[config.mk]
export PLATFORM = sky130hd
export DESIGN_NAME = num_shorner
export DESIGN_NICKNAME = d
export VERILOG_FILES = /design/src/rtl/num_pkg.sv /design/src/rtl/num_smul_pipe.sv /design/src/rtl/num_shorner.sv
export SDC_FILE = /design/constraint.sdc
export NUM_CORES = 2
export LEC_CHECK = 0
export ABC_AREA = 1
export CORE_UTILIZATION = 54
export DETAILED_ROUTE_END_ITERATION = 16
export DONT_BUFFER_PORTS = 1
export PLACE_DENSITY = 0.69
export SYNTH_ARGS = -nofsm -noshare
export SYNTH_HDL_FRONTEND = slang
export SYNTH_SLANG_ARGS = --single-unit
[constraint.sdc]
create_clock -name clk -period 7.5 [get_ports clk]
set_clock_uncertainty 0.1 [all_clocks]
set_input_delay 0.75 -clock clk [delete_from_list [all_inputs] [get_ports clk]]
set_output_delay 0.75 -clock clk [all_outputs]
set_load 0.01 [all_outputs]
[src/rtl/num_pkg.sv]
// Shared types and fixed-point helpers for the num_* sequential arithmetic blocks.
package num_pkg;

  typedef enum logic [2:0] {IDLE, LOAD, MUL1, MUL2, ADD, FIN} horner_state_e;

  // Widest product any num_* block may hand to the rescale helper.
  localparam int PROD_MAX_W = 128;

  typedef logic signed [PROD_MAX_W-1:0] wide_t;

  // Drop the fractional bits of a full-width fixed-point product (floor, no rounding).
  // Callers keep the low WIDTH bits of the result, which gives mod-2^WIDTH wrap.
  function automatic wide_t fx_rescale(input wide_t p, input int frac);
    return p >>> frac;
  endfunction

endpackage

[src/rtl/num_smul_pipe.sv]
// Two-stage signed multiplier: operand registers followed by a full-width product register.
module num_smul_pipe #(
  parameter int WIDTH = 32
) (
  input  logic                      clk,
  input  logic                      reset,
  input  logic                      en,
  input  logic signed [WIDTH-1:0]   a,
  input  logic signed [WIDTH-1:0]   b,
  output logic signed [2*WIDTH-1:0] prod
);

  logic signed [WIDTH-1:0]   a_p0;
  logic signed [WIDTH-1:0]   b_p0;
  logic signed [2*WIDTH-1:0] prod_p1;

  // stage p0 captures operands, stage p1 captures their product
  always_ff @(posedge clk or posedge reset) begin
    if (reset) begin
      a_p0    <= '0;
      b_p0    <= '0;
      prod_p1 <= '0;
    end else if (en) begin
      a_p0    <= a;
      b_p0    <= b;
      prod_p1 <= (2*WIDTH)'(a_p0) * (2*WIDTH)'(b_p0);
    end
  end

  assign prod = prod_p1;

endmodule

[src/rtl/num_shorner.sv]
// Horner-rule signed fixed-point polynomial evaluator with go/done handshake,
// sharing one pipelined multiplier across all iterations.
module num_shorner
  import num_pkg::*;
#(
  parameter int WIDTH      = 32,
  parameter int FRAC       = 16,
  parameter int DEGREE     = 4,
  parameter int ADDR_WIDTH = 3
) (
  input  logic                  clk,
  input  logic                  reset,
  input  logic                  go,
  input  logic [WIDTH-1:0]      x,
  input  logic [WIDTH-1:0]      coef_read_data,
  output logic [ADDR_WIDTH-1:0] coef_addr,
  output logic [WIDTH-1:0]      out,
  output logic                  done
);

  localparam logic [ADDR_WIDTH-1:0] TOP_ADDR  = ADDR_WIDTH'(DEGREE);
  localparam logic [ADDR_WIDTH-1:0] FIRST_IDX = ADDR_WIDTH'(DEGREE - 1);

  horner_state_e state;
  horner_state_e state_nxt;

  logic signed [WIDTH-1:0]   acc;
  logic signed [WIDTH-1:0]   x_r;
  logic [ADDR_WIDTH-1:0]     idx;
  logic signed [2*WIDTH-1:0] prod;
  wide_t                     prod_wide;
  wide_t                     prod_shift;
  logic signed [WIDTH-1:0]   scaled;
  logic signed [WIDTH-1:0]   acc_add;
  logic                      mul_en;
  logic                      unused_hi;

  assign mul_en = (state == MUL1) || (state == MUL2);

  num_smul_pipe #(.WIDTH(WIDTH)) u_mul (
    .clk   (clk),
    .reset (reset),
    .en    (mul_en),
    .a     (acc),
    .b     (x_r),
    .prod  (prod)
  );

  assign prod_wide  = wide_t'(prod);
  assign prod_shift = fx_rescale(prod_wide, FRAC);
  assign scaled     = prod_shift[WIDTH-1:0];
  assign unused_hi  = ^prod_shift[PROD_MAX_W-1:WIDTH];
  assign acc_add    = scaled + $signed(coef_read_data);

  always_comb begin
    state_nxt = state;
    unique case (state)
      IDLE:    if (go) state_nxt = LOAD;
      LOAD:    state_nxt = !go ? IDLE : ((DEGREE == 0) ? FIN : MUL1);
      MUL1:    state_nxt = go ? MUL2 : IDLE;
      MUL2:    state_nxt = go ? ADD : IDLE;
      ADD:     state_nxt = !go ? IDLE : ((idx == '0) ? FIN : MUL1);
      FIN:     state_nxt = IDLE;
      default: state_nxt = IDLE;
    endcase
  end

  // An abort (go low mid-run) leaves acc, idx and x_r untouched.
  always_ff @(posedge clk or posedge reset) begin
    if (reset) begin
      state <= IDLE;
      acc   <= '0;
      x_r   <= '0;
      idx   <= '0;
    end else begin
      state <= state_nxt;
      unique case (state)
        IDLE: if (go) x_r <= $signed(x);
        LOAD: if (go) begin
          acc <= $signed(coef_read_data);
          idx <= FIRST_IDX;
        end
        ADD: if (go) begin
          acc <= acc_add;
          if (idx != '0) idx <= idx - ADDR_WIDTH'(1);
        end
        default: ;
      endcase
    end
  end

  assign coef_addr = (state == LOAD) ? TOP_ADDR : idx;
  assign out       = acc;
  assign done      = (state == FIN);

endmodule
==> flow_summary.json <==
{
  "status": "completed",
  "overflow": 0,
  "antenna_cells": 0,
  "setup_viol": 0,
  "critical_path.max_stage_delay_ns": 0.63,
  "synth_cell_types": 54,
  "critPathRequiredTime_ns": 7.72,
  "die_h_um": 271,
  "layout.cells.non_filler": 5893,
  "reg2reg_depth": 29,
  "ios": 103,
  "crit_slowest_cell": "dfrtp_4",
  "cts_num_sinks": 166,
  "worstPathMaxFanout": 24,
  "nets": 6032,
  "drc": 0,
  "period_share_pct": 96.2,
  "track_usage_pct": 30.6,
  "synth-seq-cells": 166,
  "hold_buffers": 0,
  "vias": 30693,
  "cts_max_level": 4,
  "clk_pin_slew_ns": 0.09,
  "yosys_warnings": 0,
  "insertion_delay_ns": 0.47,
  "critPathCaptureType": "flop",
  "whs_ns": 0.216,
  "die_w_um": 271,
  "cp-start-kind": "flop",
  "slew_headroom_pct": 37.9,
  "synth_edf_count": 0,
  "cts_tree": "yes",
  "core_um2": 71500,
  "cts_buffer_depth": 2,
  "grt_pass1_wl_mm": 175,
  "synth_fp_nets": 6091,
  "design_area_um2": 41600,
  "ant_nets": 0,
  "grt_pass1_vias": 31570,
  "drt_iter0_markers": 2420,
  "rows": 98,
  "antenna_found_initial": 1,
  "async_flop_share_pct": 100,
  "crit_top_cell": "fa_1",
  "drt_wl_total_mm": 107,
  "cts_buffers": 17,
  "synth.avg_cell_area_um2": 7.83,
  "netlist_area_um2": 39000,
  "hpwl_mm": 90.4,
  "routedWlPerCell_um": 18.2,
  "die-area_um2": 73400,
  "grt_max_degree": 90,
  "worst-r2r-setup-slack_ns": 0.28,
  "yosysSeqAreaShare_pct": 10.6,
  "criticalPathCategory": "flop to flop",
  "drv_slew": 0,
  "synth_cells": 4989,
  "syn2layout_area_growth_pct": 6.45,
  "start_util_pct": 54.6,
  "placed_cells": 5857,
  "cap_violations": 0,
  "portBuffers": 0,
  "hold_violations": 0,
  "r2r_end": "u_mul.prod[27]",
  "cp_data_arrival_time_ns": 7.43,
  "drt-pass1-iter-count": 5,
  "reg2reg_from": "u_mul.b_p0[11]",
  "hold_path_class": "primary input to asynchronous set/reset pin",
  "drive_gt1_share_pct": 6.01,
  "cts_root_buf": "clkbuf_16",
  "gp_congestion": 0.979,
  "viasPerCell": 5.21,
  "synthFlopType": "dfrtp_1",
  "setup_tns_ns": 0,
  "fmax_ghz": 0.139,
  "dpl-instance-area_um2": 40900,
  "tightest_slew_ns": 0.931,
  "post-route-min-period_ns": 7.22
}
[cell usage after synthesis, types with 4 or more instances]
master	n	area, um^2
dfrtp_1	166	4150
nor3_1	14	70.1
nor2_1	152	571
a31oi_1	18	113
buf_2	21	105
nand3_1	88	440
nor2_2	4	25.0
a21oi_1	90	450
nor4_1	6	37.5
o21ai_2	4	35.0
o21a_1	4	30.0
nand4_1	13	81.3
xnor2_1	16	140
fa_1	839	16800
inv_1	1443	5420
nand2_2	11	68.8
mux2_2	32	360
nand2_1	1393	5230
o21ai_1	27	135
ha_1	196	2450
xor2_1	17	149
o22ai_1	6	37.5
inv_2	8	30.0
clkbuf_1	205	769
or2_2	7	43.8
a21o_1	14	105
o21ai_0	107	536
nand3b_1	10	75.1
o21bai_1	10	75.1
o211ai_1	14	105
buf_1	16	60.1
[cell families after synthesis]
| family | synth area share [%] |
|---|---|
| AOI/OAI and AO/OA | 4.68 |
| xor gates and xnor gates | 0.740 |
| adders and majority gates | 49.3 |
| buffers and inverters | 16.4 |
| DFF | 10.6 |
| muxes | 0.923 |
| and+or+nand+nor | 17.3 |
[layout by cell type, fill, tap and decap left out, drive strengths merged]
cell type / instances
o21ai: 138
a21boi: 7
mux2: 32
o21a: 4
nand3b: 10
xor2: 17
fa: 839
nor4: 8
inv: 1458
nor3: 15
a22oi: 1
nand2: 1404
o221ai: 2
ha: 196
or2: 11
and3: 3
clkinv: 6
o21bai: 13
nand4: 13
o31ai: 1
dfrtp: 166
o211ai: 15
a21oi: 92
a31oi: 18
a21o: 15
nor2: 157
a31o: 1
o22ai: 6
xnor2: 16
a211oi: 3
nand3: 91
buf: 165
clkbuf: 18
clkinvlp: 2
[how the worst max path moves through the flow]
stage          slack (ns)             end            from
2_1_floorplan        0.78  u_mul.prod[47]  u_mul.a_p0[31]
3_3_place_gp        -0.03  u_mul.prod[43]  u_mul.a_p0[18]
3_5_place_dp       0.0003  u_mul.prod[43]  u_mul.a_p0[18]
4_1_cts             0.006  u_mul.prod[27]  u_mul.b_p0[11]
5_1_grt             -0.01  u_mul.prod[27]  u_mul.b_p0[11]
6_report             0.28  u_mul.prod[27]  u_mul.b_p0[11]
[critical path, delay by kind of cell, from the launching register on]
kind | cells | cell delay, ns
compound gates | 1 | 0.05
simple gates | 9 | 1.05
flops | 1 | 0.63
fa+ha+maj | 9 | 4.26
buf+inv | 9 | 0.78
xor+xnor | 1 | 0.15
[state kept, by name, summed over array words and instances, names as in the netlist]
name        cells
idx             3
u_mul.b_p0     32
out            32
x_r            32
u_mul.a_p0     32
u_mul.prod     32
state           3
[routing by layer]
layer | vias up | part of all wire, % | global-route usage [%]
li1 | 13993 | - | -
met1 | 15442 | 43 | 43.7
met2 | 1152 | 47 | 49.0
met3 | 104 | 8.6 | 5.72
met4 | 2 | 1.9 | 5.95
met5 | - | 0.012 | 0
[per-stage QoR]
stage	worst slack, ns	util, %
floorplan	0.781	-
global placement	-0.0326	57.1
detailed placement	0.000332	57.1
CTS	0.00635	58.0
global route	-0.0104	58.1
finish	0.285	58.1
[timing repair]
action / 4_1_cts / 5_1_grt
resized for setup: 2 / 23
endpoints found under the setup margin: 3 / 22
cloned: 0 / 0
buffers inserted: 0 / 5
pin swaps: 0 / 2
[area by class of cell]
class / count / area [um^2]
multi-input combinational: 3128 / 28500
fill: 6596 / 29900
sequential: 166 / 4170
clock buffer: 18 / 439
clock inverter: 14 / 155
timing repair buffer: 165 / 1610
tap: 950 / 1190
inverter: 1452 / 5460
Power is not shown: default switching activity piles up to over one toggle a cycle in this logic, so the estimate is an artifact.
